**src/rtl/regfile_sb.sv**
```systemverilog
// regfile_sb: multi-read-port register file with per-entry pending
// scoreboard, write-through bypass and a sequential clear engine.
module regfile_sb #(
  parameter int N     = 2,
  parameter int M     = 4,
  parameter int NR    = 2,
  parameter int ZERO0 = 0
) (
  input  logic              clk,
  input  logic              reset,
  input  logic              we3,
  input  logic [N-1:0]      a3,
  input  logic [M-1:0]      d3,
  input  logic [NR*N-1:0]   ra,
  output logic [NR*M-1:0]   rd,
  output logic [NR-1:0]     rdy,
  input  logic              iss,
  input  logic [N-1:0]      ia,
  output logic [2**N-1:0]   pend,
  input  logic              clr,
  output logic              busy
);

  localparam int unsigned D = 2**N;

  typedef enum logic {IDLE, CLEAR} state_t;

  state_t       state, state_nxt;
  logic [N-1:0] cnt;
  logic [M-1:0] mem [D];

  logic z_a3;
  logic z_ia;
  logic byp;
  logic wen;
  logic iss_ok;

  assign z_a3   = (ZERO0 != 0) && (a3 == '0);
  assign z_ia   = (ZERO0 != 0) && (ia == '0);
  // bypass is visible whenever a write is presented in IDLE; a
  // simultaneous clr only suppresses the array update itself
  assign byp    = we3 && !busy && !z_a3;
  assign wen    = byp && !clr;
  assign iss_ok = iss && !busy && !z_ia;

  // state register
  always_ff @(posedge clk or posedge reset) begin
    if (reset) state <= IDLE;
    else       state <= state_nxt;
  end

  // next-state and busy decode
  always_comb begin
    state_nxt = state;
    busy      = 1'b0;
    case (state)
      IDLE: begin
        if (clr) state_nxt = CLEAR;
      end
      CLEAR: begin
        busy = 1'b1;
        if (cnt == '1) state_nxt = IDLE;
      end
      default: state_nxt = IDLE;
    endcase
  end

  // clear-sweep counter: loaded on entry, stepped once per CLEAR cycle
  always_ff @(posedge clk or posedge reset) begin
    if (reset)                      cnt <= '0;
    else if (state == IDLE && clr)  cnt <= '0;
    else if (state == CLEAR)        cnt <= cnt + 1'b1;
  end

  // storage array: clear sweep has priority over normal writes
  always_ff @(posedge clk or posedge reset) begin
    if (reset) begin
      for (int unsigned i = 0; i < D; i++) mem[N'(i)] <= '0;
    end else if (busy) begin
      mem[cnt] <= '0;
    end else if (wen) begin
      mem[a3] <= d3;
    end
  end

  // pending bits: write clears, issue sets afterwards so set wins on collision
  always_ff @(posedge clk or posedge reset) begin
    if (reset) begin
      pend <= '0;
    end else if (busy) begin
      pend[cnt] <= 1'b0;
    end else begin
      if (wen)    pend[a3] <= 1'b0;
      if (iss_ok) pend[ia] <= 1'b1;
    end
  end

  for (genvar g = 0; g < NR; g++) begin : g_rd
    logic [N-1:0] addr;
    logic [M-1:0] rd_g;
    logic         rdy_g;

    assign addr = ra[g*N +: N];

    // combinational read with write-through bypass and hardwired zero entry
    always_comb begin
      rd_g  = mem[addr];
      rdy_g = ~pend[addr];
      if (byp && (a3 == addr)) begin
        rd_g  = d3;
        rdy_g = 1'b1;
      end
      if ((ZERO0 != 0) && (addr == '0)) begin
        rd_g  = '0;
        rdy_g = 1'b1;
      end
    end

    assign rd[g*M +: M] = rd_g;
    assign rdy[g]       = rdy_g;
  end

endmodule

```
**config.mk**
```make
export PLATFORM = sky130hd
export DESIGN_NAME = regfile_sb
export DESIGN_NICKNAME = d
export VERILOG_FILES = /design/src/rtl/regfile_sb.sv
export SDC_FILE = /design/constraint.sdc
export NUM_CORES = 1
export LEC_CHECK = 0
export ABC_AREA = 0
export BUFFER_PORTS_ARGS = -buffer_cell sky130_fd_sc_hd__buf_2
export CORE_ASPECT_RATIO = 0.9
export CORE_MARGIN = 2
export CORE_UTILIZATION = 54
export DETAILED_ROUTE_END_ITERATION = 6
export PLACE_DENSITY = 0.85
export RECOVER_POWER = 25
export SYNTH_ARGS = -nofsm -noshare
export SYNTH_HDL_FRONTEND = slang
export SYNTH_SLANG_ARGS = --single-unit
export TNS_END_PERCENT = 1
```
**constraint.sdc**
```tcl
create_clock -name clk -period 1.68 [get_ports clk]
set_input_delay 0.336 -clock clk [delete_from_list [all_inputs] [get_ports clk]]
set_output_delay 0.336 -clock clk [all_outputs]
set_load 0.005 [all_outputs]
```
==> results.json, run 1 <==
{
  "total_power_mw": 2.00,
  "fin_skew_ns": 0.00176,
  "crit_chain": "mux4_2 -> mux2_4 -> buf_6",
  "synth_top_area_frac": 0.389,
  "ctsHtreeMaxLevel": 1,
  "startpoint_type": "register",
  "area_growth_pct": 22.9,
  "critical_path.top_delay_family": "multiplexers",
  "grt_pass1_vias": 1257,
  "synth_top_cell_by_area": "dfrtp_1",
  "worst-path-buf-inv": 1,
  "cp_slowest_stage_delay_ns": 0.51,
  "ioPinCount": 32,
  "rsz0062_at_grt": "yes",
  "setup_viol": 10,
  "slew_headroom": 0.152,
  "rrSetupSlack_ns": 0.17,
  "grt_pass1_wl_um": 5980,
  "syn_inst": 125,
  "clock.fmax_ghz": 0.502,
  "viasPerCell": 6.10,
  "status": "complete, but fails checks",
  "cts_buffers": 3,
  "yosys_warnings": 0,
  "die_y_um": 53.6,
  "grt_antenna_before_repair": 0,
  "path_clk_slew_ns": 0.13,
  "reg2reg_depth": 5,
  "holdPathEnd": "pend[1]",
  "vdd_drop_max_uv": 441,
  "vias": 1208,
  "min_period_ns": 1.99,
  "clock_path_buffers": 2,
  "cp_max_fo": 3,
  "synthDistinctLibCells": 27,
  "routedWlPerCell_um": 19.0,
  "grt_usage": 0.265,
  "yosysSeqAreaShare": 0.389,
  "cts-root-buf": "clkbuf_4",
  "grt_overflow_total": 0,
  "p_per_area_nw_per_um2": 1100,
  "cp-end-kind": "primary output",
  "num-fill-cells": 173,
  "synth.avg_cell_area_sq_um": 11.8,
  "hp-start": "ia[0]",
  "drt_iter0_markers": 65,
  "drt.antenna.violating_nets": 0,
  "std_cell_rows": 17,
  "hold_class": "in -> reg",
  "violations": "setup timing",
  "wl_um": 3770,
  "reg2reg_to": "mem[3]",
  "fp.dieArea_sq_um": 3170,
  "critPathSlowestCell": "mux4_2",
  "clk_latency_ns": 0.32,
  "syn-num-nets": 146,
  "layout_setup_ws_ns": -0.312,
  "leakage_nw": 0.963,
  "required_ns": 1.34,
  "hpwlAfterDp_um": 2840,
  "io_buffers": 31,
  "post_dp_cell_area_sq_um": 1730,
  "critPathArrivalTime_ns": 1.66,
  "worst_slew_pin_slew_ns": 1.27,
  "netlist_area_sq_um": 1480,
  "die_w_um": 59.2,
  "drv_slew": 0,
  "fin_nets": 192,
  "synthTopCellsByArea": "dfrtp_1 39%, mux4_2 12%, mux2i_1 11%, mux2_2 6.1%, nand2_1 5.8%",
  "first_pass_iters": 5,
  "insertedDiodeCount": 0,
  "drc_errors": 0,
  "finalCritPeriodShare": 1.19,
  "multi_input_area_sq_um": 825,
  "r2r_start": "state",
  "layout-drive-gt1-share": 0.447,
  "final_hold_viol_count": 0,
  "coreArea_sq_um": 2530,
  "gp_congestion": 0.851,
  "final_cell_area_sq_um": 1820,
  "setup.worst_path.class": "reg -> out",
  "seq_area_sq_um": 576,
  "initial_core_util": 0.584,
  "cts_tree": "done",
  "grt_max_degree": 24,
  "hold_depth": 2,
  "drv_cap": 0,
  "clock_sinks": 23,
  "synth_seq_cells": 23
}
==> logic make-up (layout without fill, tap and decap cells) <==
| group | after synthesis | count (layout) | share of synthesized area |
|---|---|---|---|
| xor gates and xnor gates | 4 | 4 | 0.0237 |
| muxes | 35 | 35 | 0.337 |
| buffers and inverters | 17 | 62 | 0.0702 |
| adders and majority gates | 4 | 4 | 0.0338 |
| AOI/OAI and AO/OA | 6 | 6 | 0.0321 |
| DFF | 23 | 23 | 0.389 |
| and+or+nand+nor | 36 | 36 | 0.114 |
==> per-layer routing <==
layer,share of wire,vias up,wire length (um),track usage
li1,-,533,-,-
met2,0.47,83,1790,0.452
met5,0,-,0,0
met1,0.43,582,1610,0.359
met4,0.013,0,50,0.0871
met3,0.085,10,319,0.0264
==> where the power goes <==
| part | switching, mW | total, mW | internal, mW |
|---|---|---|---|
| sequential | 0.143 | 0.846 | 0.703 |
| clock | 0.181 | 0.270 | 0.0893 |
| combinational | 0.411 | 0.888 | 0.477 |
| total | 0.735 | 2.00 | 1.27 |
==> how the worst max path moves through the flow <==
stage | start | end | slack, ns | cells past startpoint
after global placement | ra[0] | rd[0] | -0.11 | 4
after CTS | mem[3] | rd[7] | -0.28 | 3
after global routing | mem[2] | rd[2] | -0.34 | 3
final | mem[2] | rd[2] | -0.31 | 3
after detailed placement | ra[0] | rd[2] | -0.13 | 4
after floorplan | ra[0] | rd[0] | 0.15 | 3
==> cells in the mapped netlist <==
master,instances
a21oi_1,1
a22o_1,1
a31o_2,1
a32o_1,2
and3_1,1
buf_2,2
buf_4,2
buf_6,4
clkbuf_1,1
dfrtp_1,23
ha_1,4
inv_1,8
mux2_2,8
mux2_4,1
mux2i_1,16
mux4_1,2
mux4_2,8
nand2_1,23
nand3_1,3
nand3b_1,2
nand4b_1,1
nor2_1,2
nor2b_1,2
nor3b_1,1
nor4bb_1,1
o21ai_0,1
xnor2_1,4
==> sequential cells by signal (all words and copies together), names as in the netlist <==
register  cells
mem          16
pend          4
cnt           2
state         1
==> stage by stage <==
stage | hold WS, ns | worst slack [ns] | cells | setup TNS, ns | util
after floorplan | 0.338 | 0.150 | 125 | 0 | -
after global placement | 0.384 | -0.108 | 193 | -0.742 | 0.684
after detailed placement | 0.392 | -0.127 | 193 | -0.943 | 0.684
after CTS | 0.0394 | -0.278 | 198 | -2.21 | 0.712
after global routing | 0.267 | -0.339 | 198 | -2.76 | 0.718
final | 0.269 | -0.312 | 198 | -2.29 | 0.718
==> final cells by class <==
| cell class | count | share of cell area |
|---|---|---|
| flip-flops and latches | 23 | 0.317 |
| clock buffers | 3 | 0.0124 |
| well taps | 28 | 0.0193 |
| clock inverters | 1 | 0.00275 |
| inverters | 8 | 0.0165 |
| multi-input cells | 85 | 0.454 |
| repair buffers | 50 | 0.179 |
==> cell usage in the layout, fill, tap and decap left out, drive strengths merged, types with 2 or more instances in the layout <==
master | Yosys | routed
nor2b | 2 | 2
mux2 | 9 | 9
mux4 | 10 | 10
clkbuf | 1 | 4
a32o | 2 | 2
nand3b | 2 | 2
ha | 4 | 4
inv | 8 | 8
nand2 | 23 | 23
dfrtp | 23 | 23
nand3 | 3 | 3
xnor2 | 4 | 4
nor2 | 2 | 2
mux2i | 16 | 16
buf | 8 | 49
==> timing repair <==
item,4_1_cts,5_1_grt
pin swaps,2,0
endpoints found under the setup margin,10,10
hold buffers,0,0
gates resized for setup,11,4
buffers inserted,1,0
(Power assumes the default switching activity.)
==> run 2, diff against run 1 <==
- BUFFER_PORTS_ARGS: -buffer_cell sky130_fd_sc_hd__buf_2 -> -buffer_cell sky130_fd_sc_hd__clkbuf_2
==> run 2 against run 1 <==
- the run still ends with setup timing left
- critical path type unchanged
- utilization down 2.2 points
- design area down 3.0%
- sequential share of layout area is 0.99 points higher
- combinational power is 6.4% lower
- clock power barely moved
- highest routed layer unchanged
==> results.json, run 2 (synthesized netlist as in run 1, its figures left out) <==
{
  "insertedDiodeCount": 0,
  "rsz0062_at_grt": "yes",
  "violations": "setup timing",
  "reg_top3": "mem x16, pend x4, cnt x2",
  "grt_max_degree": 24,
  "min_period_ns": 1.97,
  "critPathSlowestCell": "mux4_2",
  "first_pass_iters": 4,
  "layout-drive-gt1-share": 0.438,
  "status": "complete, but fails checks",
  "seq_area_sq_um": 576,
  "fin_nets": 191,
  "layout_common_cells": "31 x clkbuf_2, 23 x dfrtp_1, 22 x nand2_1",
  "clock_sinks": 23,
  "cp_slowest_stage_delay_ns": 0.50,
  "cp_max_fo": 3,
  "ioPinCount": 32,
  "post_cts_buffers": 0,
  "layout_commonest_cell": "clkbuf_2",
  "grt_pass1_vias": 1151,
  "drt.antenna.violating_nets": 0,
  "worst-path-buf-inv": 1,
  "clock.fmax_ghz": 0.507,
  "r2r_start": "state",
  "reg2reg_depth": 4,
  "cp-end-kind": "primary output",
  "vias": 1162,
  "hold_class": "in -> reg",
  "std_cell_rows": 17,
  "crit_chain": "mux4_2 -> mux2_4 -> clkbuf_2",
  "path_clk_slew_ns": 0.13,
  "multi_input_area_sq_um": 808,
  "area_growth_pct": 19.2,
  "fin_skew_ns": 0.00816,
  "gp_congestion": 0.851,
  "finalNonFillerCells": 197,
  "coreArea_sq_um": 2530,
  "startpoint_type": "register",
  "critPathLaunch": "mem[3]",
  "critical_path.top_delay_family": "multiplexers",
  "cts_buffers": 3,
  "final_hold_viol_count": 0,
  "leakage_nw": 0.944,
  "cts-hold-fix-buffers": 0,
  "grt_overflow_total": 0,
  "grt_usage": 0.254,
  "viasPerCell": 5.90,
  "io_buffers": 31,
  "rrSetupSlack_ns": 0.26,
  "crit_cells": 3,
  "layout_setup_ws_ns": -0.292,
  "reg2reg_to": "mem[0]",
  "hpwlAfterDp_um": 2750,
  "finalCritPeriodShare": 1.17,
  "worst_slew_pin_slew_ns": 1.23,
  "regMostFlops": "mem",
  "drv_slew": 0,
  "p_per_area_nw_per_um2": 1100,
  "drv_cap": 0,
  "grt_antenna_before_repair": 0,
  "initial_core_util": 0.584,
  "setup_viol": 10,
  "required_ns": 1.34,
  "die_y_um": 53.6,
  "critPathArrivalTime_ns": 1.64,
  "largest_reg_flops": 16,
  "drt_iter0_markers": 54,
  "cts_tree": "done",
  "wl_um": 3570,
  "grt_pass1_wl_um": 5570,
  "postLayoutCoreUtil": 0.696,
  "fp.dieArea_sq_um": 3170,
  "clock_path_buffers": 2,
  "slew_headroom": 0.179,
  "vdd_drop_max_uv": 665,
  "ctsHtreeMaxLevel": 1,
  "dp.cells": 193,
  "routedWlPerCell_um": 18.1,
  "die_w_um": 59.2,
  "num-fill-cells": 188,
  "clk_latency_ns": 0.33,
  "cp-endpoint": "rd[3]",
  "drc_errors": 0,
  "setup.worst_path.class": "reg -> out",
  "cts-root-buf": "clkbuf_4"
}
==> run 2: cell count changes in the layout (fill, tap and decap cells not counted), sizes merged <==
cell | before | now
clkbuf | 4 | 35
buf | 49 | 17
==> run 2: report_power, final <==
| group | switching (mW) | internal, mW |
|---|---|---|
| Combinational | 0.400 | 0.431 |
| Clock | 0.182 | 0.0896 |
| Sequential | 0.138 | 0.703 |
==> run 2: timing repair <==
item	in CTS	in global routing
setup endpoints to repair	10	10
resized for setup	5	2
pin swaps	2	0
==> run 2: layout make-up <==
| class | count | share of cell area |
|---|---|---|
| clock inverter | 1 | 0.00284 |
| timing repair buffer | 49 | 0.163 |
| tap | 28 | 0.0199 |
| clock buffer | 3 | 0.0128 |
| sequential | 23 | 0.326 |
| inverter | 8 | 0.0170 |
| multi-input combinational | 85 | 0.458 |
==> run 2: routing by layer <==
metal / vias up / share of wire / global-route usage
li1: 533 / - / -
met1: 566 / 0.44 / 0.333
met2: 54 / 0.47 / 0.407
met4: 0 / 0.018 / 0.110
met5: - / 0 / 0
met3: 9 / 0.070 / 0.0577
==> run 2: worst register-to-register path, stage by stage, from the launching register on <==
cell and delay (ns):
dfrtp_1 0.42, nor2b_2 0.17, buf_4 0.15, and3_1 0.38, mux2i_1 0.23
==> run 2: worst min-delay path by stage <==
stage | startpoint | endpoint | slack [ns] | cells after the start
after floorplan | reset | cnt[0] | 0.34 | 1
after global placement | reset | cnt[0] | 0.36 | 3
after detailed placement | reset | cnt[0] | 0.37 | 3
after CTS | reset | cnt[0] | 0.004 | 3
after global routing | ia[0] | pend[1] | 0.29 | 2
final | ia[0] | pend[1] | 0.28 | 2
==> run 2: per-stage QoR <==
step	power (mW)	hold WS [ns]	TNS, ns	instance area, sq um	worst slack [ns]
2_1_floorplan	1.35	0.338	0	1480	0.150
3_3_place_gp	1.59	0.363	-0.794	1730	-0.110
5_1_grt	2.06	0.290	-2.78	1760	-0.333
4_1_cts	1.94	0.00394	-2.28	1760	-0.283
3_5_place_dp	1.66	0.374	-0.927	1730	-0.112
6_report	1.94	0.275	-2.28	1760	-0.292
